<file path="config.mk">
export PLATFORM = sky130hd
export DESIGN_NAME = vliw_lsu_flat
export DESIGN_NICKNAME = d
export VERILOG_FILES = /design/src/rtl/vliw_lsu_pkg.sv /design/src/rtl/vliw_lsu_if.sv /design/src/rtl/vliw_lsu_lane_align.sv /design/src/rtl/vliw_lsu.sv /design/src/flat_wrapper.sv
export SDC_FILE = /design/constraint.sdc
export NUM_CORES = 1
export LEC_CHECK = 0
export CAP_MARGIN = 20
export CELL_PAD_IN_SITES_DETAIL_PLACEMENT = 2
export CELL_PAD_IN_SITES_GLOBAL_PLACEMENT = 2
export CORE_UTILIZATION = 36
export DETAILED_ROUTE_END_ITERATION = 16
export DONT_BUFFER_PORTS = 1
export GPL_TIMING_DRIVEN = 0
export PLACE_DENSITY_LB_ADDON = 0.1
export SYNTH_ARGS = -nofsm -noshare
export SYNTH_HDL_FRONTEND = slang
export SYNTH_SLANG_ARGS = --single-unit
</file>
<file path="constraint.sdc">
create_clock -name wb_clk_i -period 11.4 [get_ports wb_clk_i]
set_input_delay 0.57 -clock wb_clk_i [delete_from_list [all_inputs] [get_ports wb_clk_i]]
set_output_delay 0.57 -clock wb_clk_i [all_outputs]
set_load 0.005 [all_outputs]
</file>
<file path="src/rtl/vliw_lsu_pkg.sv">
// Shared encodings for the VLIW load/store unit: access sizes, FSM states,
// default ack timeout and the per-slot alignment legality check.
package vliw_lsu_pkg;

  localparam logic [1:0] SZ_BYTE    = 2'd0;
  localparam logic [1:0] SZ_HALF    = 2'd1;
  localparam logic [1:0] SZ_WORD    = 2'd2;
  localparam logic [1:0] SZ_ILLEGAL = 2'd3;

  localparam logic [1:0] ST_IDLE  = 2'd0;
  localparam logic [1:0] ST_ISSUE = 2'd1;
  localparam logic [1:0] ST_NEXT  = 2'd2;

  localparam int ACK_TIMEOUT_DEF = 255;

  // A slot is dropped when its size is illegal or its address is not
  // naturally aligned for the access size.
  function automatic logic slot_bad(input logic [1:0] size, input logic [1:0] addr_lo);
    return (size == SZ_HALF && addr_lo[0]) ||
           (size == SZ_WORD && addr_lo != 2'b00) ||
           (size == SZ_ILLEGAL);
  endfunction

endpackage

</file>
<file path="src/rtl/vliw_lsu_if.sv">
// Word-wide memory request/acknowledge port between the LSU and memory.
interface vliw_lsu_if;
  logic        mem_req;
  logic        mem_we;
  logic [29:0] mem_addr;
  logic [31:0] mem_wdata;
  logic [3:0]  mem_wmask;
  logic        mem_ack;
  logic [31:0] mem_rdata;

  modport master (
    output mem_req, mem_we, mem_addr, mem_wdata, mem_wmask,
    input  mem_ack, mem_rdata
  );

  modport slave (
    input  mem_req, mem_we, mem_addr, mem_wdata, mem_wmask,
    output mem_ack, mem_rdata
  );
endinterface

</file>
<file path="src/rtl/vliw_lsu_lane_align.sv">
// Byte-lane steering: store mask/replication and load extraction/extension.
module lsu_lane_align
  import vliw_lsu_pkg::*;
(
  input  logic [1:0]  size,
  input  logic [1:0]  addr_lo,
  input  logic        sext,
  input  logic [31:0] st_data,
  input  logic [31:0] rdata,
  output logic [3:0]  wmask,
  output logic [31:0] wdata,
  output logic [31:0] ld_data
);

  function automatic logic [31:0] ext_byte(input logic [7:0] b, input logic sx);
    logic signed [7:0] sb;
    sb = b;
    return sx ? 32'(sb) : {24'h0, b};
  endfunction

  function automatic logic [31:0] ext_half(input logic [15:0] h, input logic sx);
    logic signed [15:0] sh;
    sh = h;
    return sx ? 32'(sh) : {16'h0, h};
  endfunction

  logic [7:0]  ld_b;
  logic [15:0] ld_h;

  assign ld_b = rdata[{addr_lo, 3'b000} +: 8];
  assign ld_h = rdata[{addr_lo[1], 4'b0000} +: 16];

  always_comb begin
    wmask   = 4'b1111;
    wdata   = st_data;
    ld_data = rdata;
    case (size)
      SZ_BYTE: begin
        wmask   = 4'b0001 << addr_lo;
        wdata   = {4{st_data[7:0]}};
        ld_data = ext_byte(ld_b, sext);
      end
      SZ_HALF: begin
        wmask   = addr_lo[1] ? 4'b1100 : 4'b0011;
        wdata   = {2{st_data[15:0]}};
        ld_data = ext_half(ld_h, sext);
      end
      default: ;
    endcase
  end

endmodule

</file>
<file path="src/rtl/vliw_lsu.sv">
// VLIW load/store unit: latches a bundle's slot requests and serialises them
// in slot order onto one memory port, returning loads as writeback pulses.
module vliw_lsu
  import vliw_lsu_pkg::*;
#(
  parameter int NUM_SLOTS   = 3,
  parameter int REG_IDX_W   = 5,
  parameter int ACK_TIMEOUT = ACK_TIMEOUT_DEF
) (
  input  logic                           wb_clk_i,
  input  logic                           rst_n,
  input  logic [NUM_SLOTS-1:0]           req_valid,
  input  logic [NUM_SLOTS-1:0]           req_we,
  input  logic [NUM_SLOTS*32-1:0]        req_addr,
  input  logic [NUM_SLOTS*32-1:0]        req_wdata,
  input  logic [NUM_SLOTS*2-1:0]         req_size,
  input  logic [NUM_SLOTS-1:0]           req_sext,
  input  logic [NUM_SLOTS*REG_IDX_W-1:0] req_dest,
  output logic                           busy,
  vliw_lsu_if.master                     mem,
  output logic                           wb_valid,
  output logic [REG_IDX_W-1:0]           wb_idx,
  output logic [31:0]                    wb_data,
  output logic                           misalign_err,
  output logic                           timeout_err
);

  localparam int SLOT_W = (NUM_SLOTS > 1) ? $clog2(NUM_SLOTS) : 1;
  localparam int TMO_W  = $clog2(ACK_TIMEOUT + 1);

  logic [1:0]                     state;
  logic [NUM_SLOTS-1:0]           pending;
  logic [TMO_W-1:0]               tmo_cnt;
  logic [NUM_SLOTS-1:0]           we_q, sext_q;
  logic [NUM_SLOTS*32-1:0]        addr_q, wdata_q;
  logic [NUM_SLOTS*2-1:0]         size_q;
  logic [NUM_SLOTS*REG_IDX_W-1:0] dest_q;

  logic [NUM_SLOTS-1:0] bad;
  logic [SLOT_W-1:0]    cur;
  logic                 accept, issuing;
  logic                 cur_we, cur_sext;
  logic [31:0]          cur_addr, cur_wdata;
  logic [1:0]           cur_size;
  logic [REG_IDX_W-1:0] cur_dest;
  logic [3:0]           lane_wmask;
  logic [31:0]          lane_wdata, lane_ld;

  always_comb begin
    bad = '0;
    for (int s = 0; s < NUM_SLOTS; s++)
      bad[s] = slot_bad(req_size[2*s +: 2], req_addr[32*s +: 2]);
  end

  // Lowest pending slot goes first, which keeps same-address accesses in order.
  always_comb begin
    cur = '0;
    for (int s = NUM_SLOTS - 1; s >= 0; s--)
      if (pending[s]) cur = SLOT_W'(s);
  end

  assign accept    = (state == ST_IDLE) && (|req_valid);
  assign issuing   = (state == ST_ISSUE);
  assign busy      = (state != ST_IDLE);
  assign cur_we    = we_q[cur];
  assign cur_sext  = sext_q[cur];
  assign cur_addr  = addr_q[cur*32 +: 32];
  assign cur_wdata = wdata_q[cur*32 +: 32];
  assign cur_size  = size_q[cur*2 +: 2];
  assign cur_dest  = dest_q[cur*REG_IDX_W +: REG_IDX_W];

  lsu_lane_align u_align (
    .size    (cur_size),
    .addr_lo (cur_addr[1:0]),
    .sext    (cur_sext),
    .st_data (cur_wdata),
    .rdata   (mem.mem_rdata),
    .wmask   (lane_wmask),
    .wdata   (lane_wdata),
    .ld_data (lane_ld)
  );

  assign mem.mem_req   = issuing;
  assign mem.mem_we    = issuing & cur_we;
  assign mem.mem_addr  = issuing ? cur_addr[31:2] : '0;
  assign mem.mem_wdata = (issuing & cur_we) ? lane_wdata : '0;
  assign mem.mem_wmask = (issuing & cur_we) ? lane_wmask : '0;

  // Bundle capture: slot fields are only meaningful while pending bits are set.
  always_ff @(posedge wb_clk_i) begin
    if (accept) begin
      we_q    <= req_we;
      sext_q  <= req_sext;
      addr_q  <= req_addr;
      wdata_q <= req_wdata;
      size_q  <= req_size;
      dest_q  <= req_dest;
    end
  end

  always_ff @(posedge wb_clk_i or negedge rst_n) begin
    if (!rst_n) begin
      state        <= ST_IDLE;
      pending      <= '0;
      tmo_cnt      <= '0;
      wb_valid     <= 1'b0;
      wb_idx       <= '0;
      wb_data      <= '0;
      misalign_err <= 1'b0;
      timeout_err  <= 1'b0;
    end else begin
      wb_valid     <= 1'b0;
      misalign_err <= 1'b0;
      timeout_err  <= 1'b0;
      case (state)
        ST_IDLE: begin
          if (accept) begin
            pending      <= req_valid & ~bad;
            misalign_err <= |(req_valid & bad);
            state        <= (|(req_valid & ~bad)) ? ST_ISSUE : ST_IDLE;
          end
        end
        ST_ISSUE: begin
          if (mem.mem_ack) begin
            pending[cur] <= 1'b0;
            state        <= ST_NEXT;
            if (!cur_we) begin
              wb_valid <= 1'b1;
              wb_idx   <= cur_dest;
              wb_data  <= lane_ld;
            end
          end else if (tmo_cnt == TMO_W'(ACK_TIMEOUT - 1)) begin
            pending[cur] <= 1'b0;
            timeout_err  <= 1'b1;
            state        <= ST_NEXT;
          end else begin
            tmo_cnt <= tmo_cnt + 1'b1;
          end
        end
        ST_NEXT: begin
          tmo_cnt <= '0;
          state   <= (|pending) ? ST_ISSUE : ST_IDLE;
        end
        default: state <= ST_IDLE;
      endcase
    end
  end

endmodule

</file>
<file path="src/flat_wrapper.sv">
// flat-port wrapper written by rule: the top's interface ports become plain ports
module vliw_lsu_flat import vliw_lsu_pkg::*;
#(
  parameter int NUM_SLOTS   = 3,
  parameter int REG_IDX_W   = 5,
  parameter int ACK_TIMEOUT = ACK_TIMEOUT_DEF
)
  (wb_clk_i, rst_n, req_valid, req_we, req_addr, req_wdata, req_size, req_sext, req_dest, busy, wb_valid, wb_idx, wb_data, misalign_err, timeout_err, mem_mem_req, mem_mem_we, mem_mem_addr, mem_mem_wdata, mem_mem_wmask, mem_mem_ack, mem_mem_rdata);
  vliw_lsu_if mem_i ();
  input  logic wb_clk_i;
  input  logic rst_n;
  input  logic [NUM_SLOTS-1:0] req_valid;
  input  logic [NUM_SLOTS-1:0] req_we;
  input  logic [NUM_SLOTS*32-1:0] req_addr;
  input  logic [NUM_SLOTS*32-1:0] req_wdata;
  input  logic [NUM_SLOTS*2-1:0] req_size;
  input  logic [NUM_SLOTS-1:0] req_sext;
  input  logic [NUM_SLOTS*REG_IDX_W-1:0] req_dest;
  output logic busy;
  output logic wb_valid;
  output logic [REG_IDX_W-1:0] wb_idx;
  output logic [31:0] wb_data;
  output logic misalign_err;
  output logic timeout_err;
  output wire logic [$bits(mem_i.mem_req)-1:0] mem_mem_req;
  output wire logic [$bits(mem_i.mem_we)-1:0] mem_mem_we;
  output wire logic [$bits(mem_i.mem_addr)-1:0] mem_mem_addr;
  output wire logic [$bits(mem_i.mem_wdata)-1:0] mem_mem_wdata;
  output wire logic [$bits(mem_i.mem_wmask)-1:0] mem_mem_wmask;
  input wire logic [$bits(mem_i.mem_ack)-1:0] mem_mem_ack;
  input wire logic [$bits(mem_i.mem_rdata)-1:0] mem_mem_rdata;
  assign mem_mem_req = mem_i.mem_req;
  assign mem_mem_we = mem_i.mem_we;
  assign mem_mem_addr = mem_i.mem_addr;
  assign mem_mem_wdata = mem_i.mem_wdata;
  assign mem_mem_wmask = mem_i.mem_wmask;
  assign mem_i.mem_ack = mem_mem_ack;
  assign mem_i.mem_rdata = mem_mem_rdata;
  vliw_lsu #(.NUM_SLOTS(NUM_SLOTS), .REG_IDX_W(REG_IDX_W), .ACK_TIMEOUT(ACK_TIMEOUT)) u_core (.wb_clk_i(wb_clk_i), .rst_n(rst_n), .req_valid(req_valid), .req_we(req_we), .req_addr(req_addr), .req_wdata(req_wdata), .req_size(req_size), .req_sext(req_sext), .req_dest(req_dest), .busy(busy), .mem(mem_i), .wb_valid(wb_valid), .wb_idx(wb_idx), .wb_data(wb_data), .misalign_err(misalign_err), .timeout_err(timeout_err));
endmodule
</file>
==> flow_summary_export.csv, run 1 <==
group,metric,value,unit
setup_path,crit_type,"reg2out",
power,ir_drop,156,uV
logic_synthesis,synth_top_cells_by_count,"edfxtp_1, nand2_1, nor2_1",
sta,rsz0062_at_grt,"false",
place,gp_congestion,0.804,
logic_synthesis,ys_ff_latch,272,
min_path,hp-class,"in2reg",
global_routing,grt-ovfl-total,0,
logic_synthesis,synth.most_common_cell,"edfxtp_1",
logic_synthesis,synth.largest_area_cell,"edfxtp_1",
run_status,status,"finished clean",
logic_synthesis,synth_top_area_share,55.7,%
cts,numCtsBuffers,31,
job,drv_cap,0,
sta,finalMaxSlewViolations,0,
logic_synthesis,synth-edff-count,219,
global_routing,antenna_found_initial,19,
floorplan,die_w,183,um
drt,wl_per_cell,28.4,um
logic_synthesis,ys_seq_area_share,66.9,%
floorplan,die_h,183,um
global_routing,grt_max_degree,54,
power,leakage,5.13,nW
drt,vias,8205,
cells_and_area,area_delta_synth_final,15.7,%
cts,clockRootBuffer,"clkbuf_16",
cts,clkTransAtPathRegs,0.06,ns
logic_synthesis,synth-warning-count,0,
global_routing,grt_pass1_vias,9143,
cells_and_area,drive_above_1_share,10.4,%
setup_path,cp.arrival,3.56,ns
cts,post-cts-setup-buffers,0,
sta,tightestPinTransition,1.41,ns
cts,cts.sinks,272,
logic_synthesis,ys.flop_type,"edfxtp_1",
cts,htreeDepth,1,
sta,final-hold-violation-count,0,
sta,hold_slack,0.0604,ns
drt,first_pass_iters,4,
drt,drc,0,
logic_synthesis,syn_avg_cell_area,12.3,um^2
logic_synthesis,syn-num-nets,1218,
drt,vias_per_cell,5.58,
drt,drt_iter0_drc,467,
sta,clock.fmax,242,MHz
logic_synthesis,synth_area,11800,um^2
setup_path,startpoint_type,"flop",
floorplan,start_util,37.0,%
logic_synthesis,synthCells,959,
sta,min_period,4.13,ns
logic_synthesis,ys_types,61,
cells_and_area,nets,1261,
drt,drtAntennaViolNets,0,
cts,cts_tree,"built",
power,power,4.48,mW
place,dp_hpwl,30.8,mm
setup_path,worst_setup_path_end_kind,"output port",
global_routing,grt_use_total,24.7,%
sta,final.setup_skew,0.0146,ns
setup_path,crit_fanout,10,
cts,clockBufferDepth,3,
sta,fin_crit_sh,36.2,%
floorplan,pin_count,366,
global_routing,grt_pass1_wl,60.2,mm
place,port_buffers,0,
floorplan,die_area,33500,um^2
floorplan,rows,65,
logic_synthesis,synthTopCellsByArea,"edfxtp_1, dfrtp_1, nand2_1",
logic_synthesis,async_flop_share,19.5,%
floorplan,core-area,32000,um^2
setup_path,crit_required,10.83,ns
drt,drt-total-wl,41.7,mm
cts,insertion_delay,0.59,ns
power,power_density,327,nW/um^2
sta,setup_violations,0,
sta,slew_headroom,5.68,%
-- cell usage in the layout, fill, tap and decap left out, types with 10 or more instances in the layout --
cell       instances
a22oi_1           14
and2_1            11
a31oi_1           24
buf_1             11
nor2_1            78
edfxtp_1         219
inv_1             28
clkbuf_1          43
dfrtp_1           53
nand3_1           26
mux2i_1           30
o21ai_0           50
a221oi_1          14
a21oi_1           36
clkbuf_16         34
a311oi_1          30
nand2_1          151
nor3_1            10
o21ai_1           18
and3_1            17
-- worst max-delay path: stages (launching register included) --
cell and delay [ns]:
dfrtp_1 0.43, nand2b_1 0.16, clkbuf_1 0.31, or3_1 0.58, inv_1 0.22, buf_1 0.63, o21ai_0 0.35, a21oi_1 0.28
-- path summary, 6_finish.rpt --
kind | slack [ns] | end | cells after the start | startpoint
max | 7.27 | mem_mem_wdata[22] | 7 | u_core.state[1]$_DFFE_PN0P_
min | 0.06 | u_core.timeout_err$_DFF_PN0_ | 1 | mem_mem_ack
max reg2reg | 8.44 | u_core.wb_data[27]$_DFFE_PN0P_ | 8 | u_core.pending[1]$_DFFE_PN0P_
min reg2reg | 0.55 | u_core.tmo_cnt[6]$_DFFE_PN0P_ | 2 | u_core.tmo_cnt[6]$_DFFE_PN0P_
max in group asynchronous | 10.56 | u_core.wb_data[5]$_DFFE_PN0P_ | 2 | rst_n
min in group asynchronous | 0.51 | u_core.wb_idx[3]$_DFFE_PN0P_ | 2 | rst_n
-- metrics by stage --
step / instances / TNS, ns / setup WS (ns) / cell area (um^2) / util [%]
2_1_floorplan: 959 / 0 / 0.720 / 11800 / -
3_3_place_gp: 1394 / -762.48 / -3.50 / 12400 / 38.7
3_5_place_dp: 1402 / 0 / 7.84 / 12600 / 39.3
4_1_cts: 1462 / 0 / 7.20 / 13700 / 42.7
5_1_grt: 1468 / 0 / 7.11 / 13700 / 42.8
6_report: 1471 / 0 / 7.27 / 13700 / 42.8
-- kinds of logic (layout without fill, tap and decap cells) --
| family | after synthesis | after routing | synth area share [%] |
|---|---|---|---|
| other | 0 | 9 | 0 |
| buffers and inverters | 94 | 162 | 3.62 |
| multiplexers | 39 | 39 | 3.40 |
| AND/OR/NAND/NOR | 318 | 318 | 11.9 |
| AO/OA/AOI/OAI | 228 | 228 | 13.6 |
| XOR/XNOR | 6 | 6 | 0.445 |
| adder cells (fa/ha/maj) | 2 | 2 | 0.212 |
| flip-flops | 272 | 272 | 66.9 |
-- power breakdown --
group	switching (mW)	leakage, nW	internal [mW]
logic	1.26	1.86	0.553
registers	0.150	2.75	1.49
clock network	0.417	0.521	0.605
-- state kept, by name, indices dropped and copies added (netlist names), 5 cells and up --
register	flops
u_core.size_q	6
u_core.wb_data	32
u_core.wb_idx	5
u_core.tmo_cnt	8
u_core.wdata_q	96
u_core.dest_q	15
u_core.addr_q	96
-- cell type report --
class	count	area, um^2
fillers	3229	18300
inverters	30	113
well taps	435	544
diodes	9	22.5
flip-flops and latches	272	7900
clock buffers	50	971
clock inverters	8	80.1
repair buffers	10	235
plain buffers	64	315
multi-input cells	593	3490
-- timing repair --
item,CTS,global route
gates resized for setup,0,0
hold buffers,2,0
hold endpoints to repair,53,0
-- metal layers --
| layer | track usage [%] | vias up | part of all wire, % |
|---|---|---|---|
| li1 | - | 3680 | - |
| met5 | 0.296 | - | 0.33 |
| met3 | 9.11 | 88 | 8.6 |
| met1 | 28.0 | 4109 | 38 |
| met4 | 8.23 | 22 | 3.3 |
| met2 | 43.0 | 306 | 50 |
No activity file was read; power rests on OpenSTA's default activity.
==> run 2: changes to the inputs <==
- ABC_AREA: not set -> 1
- CORE_UTILIZATION: 36 -> 35
- clock period: 11.4 -> 3.7 ns (I/O delays scaled with it)
==> flow_summary_export.csv, run 2 <==
group,metric,value,unit
cells_and_area,drive_above_1_share,9.77,%
sta,fin_crit_sh,93.3,%
power,leakage,6.34,nW
cts,post-cts-setup-buffers,0,
power,power,13.6,mW
sta,slew_headroom,37.8,%
logic_synthesis,ys_ff_latch,272,
floorplan,rows,66,
sta,clock.fmax,290,MHz
drt,wl_per_cell,26.2,um
cts,htreeDepth,1,
setup_path,startpoint_type,"flop",
power,power.net_switching,5.55,mW
place,port_buffers,0,
sta,final.setup_skew,0.00680,ns
min_path,min_to,"u_core.pending[0]$_DFFE_PN0P_",
global_routing,antenna_found_initial,11,
logic_synthesis,synthCells,1088,
cells_and_area,nets,1649,
floorplan,core-area,32900,um^2
cts,clkTransAtPathRegs,0.06,ns
cts,cts_tree,"built",
cells_and_area,fin_area,16200,um^2
min_path,whs_path_depth,3,
logic_synthesis,async_flop_share,19.5,%
min_path,min_from,"req_valid[0]",
setup_path,crit_fanout,10,
setup_path,worst_setup_path_end_kind,"output port",
setup_path,crit_required,3.51,ns
cts,insertion_delay,0.58,ns
global_routing,grt_pass1_wl,70.8,mm
cells_and_area,area_delta_synth_final,37.3,%
place,dpl-instance-area,12600,um^2
cells_and_area,reg_top3,"u_core.addr_q (96), u_core.wdata_q (96), u_core.wb_data (32)",
logic_synthesis,ys_seq_area_share,67.0,%
power,p_sw_share,40.8,%
job,drv_cap,0,
logic_synthesis,ys_types,45,
setup_path,cp.arrival,3.27,ns
floorplan,die_h,186,um
drt,drc,0,
cts,numCtsBuffers,31,
logic_synthesis,synth-edff-count,219,
sta,setup_violations,0,
setup_path,reg2regPathDepth,13,
global_routing,grt_pass1_vias,11100,
floorplan,pin_count,366,
setup_path,crit_type,"reg2out",
power,pwr-share-comb,39.6,%
sta,final-hold-violation-count,0,
floorplan,start_util,35.9,%
power,pwr-share-seq,37.9,%
sta,fin_tns_setup,0,ns
cts,cts.sinks,272,
global_routing,grt_use_total,28.2,%
sta,finalMaxSlewViolations,0,
logic_synthesis,synth.most_common_cell,"nand2_1",
cts,clockRootBuffer,"clkbuf_16",
sta,rsz0062_at_grt,"false",
logic_synthesis,synth.largest_area_cell,"edfxtp_1",
min_path,hp-class,"in2reg",
drt,first_pass_iters,4,
power,power_density,839,nW/um^2
cells_and_area,final_cell_mix,"nand2_1, dlygate4sd3_1, edfxtp_1",
sta,tightestPinTransition,0.933,ns
logic_synthesis,synth-warning-count,0,
setup_path,r2r_slack,0.61,ns
logic_synthesis,syn-num-nets,1347,
global_routing,grt-ovfl-total,0,
run_status,status,"finished clean",
setup_path,r2r_start,"u_core.state[0]$_DFFE_PN0P_",
floorplan,die_w,186,um
power,ir_drop,438,uV
power,clkPwrFrac,22.5,%
drt,vias,9831,
logic_synthesis,synthTopCellsByArea,"edfxtp_1, dfrtp_1, nand2_1",
cells_and_area,final_common_cell,"nand2_1",
drt,drt-total-wl,48.9,mm
floorplan,die_area,34400,um^2
logic_synthesis,syn_avg_cell_area,10.8,um^2
logic_synthesis,ys.flop_type,"edfxtp_1",
logic_synthesis,synth_area,11800,um^2
sta,min_period,3.45,ns
global_routing,grt_max_degree,54,
place,dp_hpwl,29.9,mm
drt,drtAntennaViolNets,0,
cts,clockBufferDepth,3,
logic_synthesis,synth_top_cells_by_count,"nand2_1, edfxtp_1, a21oi_1",
drt,drt_iter0_drc,496,
place,gp_congestion,0.777,
power,cell_internal_pwr,8.03,mW
drt,vias_per_cell,5.27,
logic_synthesis,synth_top_area_share,55.8,%
setup_path,r2r-end,"u_core.wb_data[13]$_DFFE_PN0P_",
run 2: cells by family after synthesis:
kind of cell | after synthesis | synth area share, %
buffers and inverters | 129 | 4.70
xor gates and xnor gates | 2 | 0.149
DFF | 272 | 67.0
and+or+nand+nor | 458 | 17.3
adders and majority gates | 2 | 0.212
AOI/OAI and AO/OA | 225 | 10.6
run 2: layout make-up:
type | instances | area [um^2]
diodes | 11 | 27.5
plain buffers | 58 | 285
clock buffers | 40 | 810
clock inverters | 15 | 150
fillers | 3378 | 16700
inverters | 71 | 269
multi-input cells | 687 | 3360
flip-flops and latches | 272 | 7900
well taps | 442 | 553
repair buffers | 269 | 2830
run 2: worst max-delay path by stage:
stage	endpoint	from	slack [ns]	depth (start not counted)
after global routing	mem_mem_wdata[21]	u_core.state[0]$_DFFE_PN0P_	0.11	8
after global placement	u_core.pending[2]$_DFFE_PN0P_	u_core.state[1]$_DFFE_PN0P_	-3.74	6
after floorplan	u_core.pending[2]$_DFFE_PN0P_	u_core.state[1]$_DFFE_PN0P_	-1.70	6
after CTS	mem_mem_wdata[17]	u_core.state[0]$_DFFE_PN0P_	0.07	8
final	mem_mem_wdata[13]	u_core.pending[0]$_DFFE_PN0P_	0.25	10
after detailed placement	mem_mem_wdata[17]	u_core.state[0]$_DFFE_PN0P_	0.71	8
run 2: what timing repair did:
action / 4_1_cts / 5_1_grt
hold buffers: 260 / 0
endpoints found under the setup margin: 0 / 8
hold endpoints to repair: 308 / 0
resized for setup: 0 / 1
run 2: power groups by stage:
stage | registers, mW | clock network, mW | logic [mW]
floorplan | 5.12 | 0 | 3.12
global placement | 5.12 | 0 | 4.70
detailed placement | 5.12 | 0 | 4.85
CTS | 5.06 | 3.04 | 5.20
global route | 5.23 | 3.20 | 5.87
finish | 5.14 | 3.06 | 5.38
run 2: critical path, cell delays in order (launching register included):
cell and delay [ns]:
dfrtp_1 0.45, inv_2 0.08, nand2_4 0.09, buf_8 0.14, clkbuf_1 0.70, nand2_1 0.19, nand3_1 0.21, o21ai_0 0.22
nand2_1 0.17, o211ai_1 0.17, a21oi_1 0.26
run 2: stage by stage:
stage               instances  utilization [%]  setup WS (ns)  hold WS (ns)
finish                   1865             49.2          0.248        0.0425
floorplan                1088                -          -1.70        -0.111
global placement         1530             37.6          -3.74        -0.109
detailed placement       1539             38.3          0.712        -0.109
CTS                      1854             49.1         0.0717       0.00766
global route             1865             49.2          0.109        0.0767
run 2: metal layers:
layer | routed length (um) | part of all wire, % | up-vias | global-route usage, %
met3 | 3540 | 7.2 | 82 | 7.69
met5 | 23 | 0.047 | - | 0
met2 | 25100 | 51 | 369 | 50.6
met1 | 19000 | 39 | 4984 | 32.1
li1 | - | - | 4392 | -
met4 | 1330 | 2.7 | 4 | 9.70
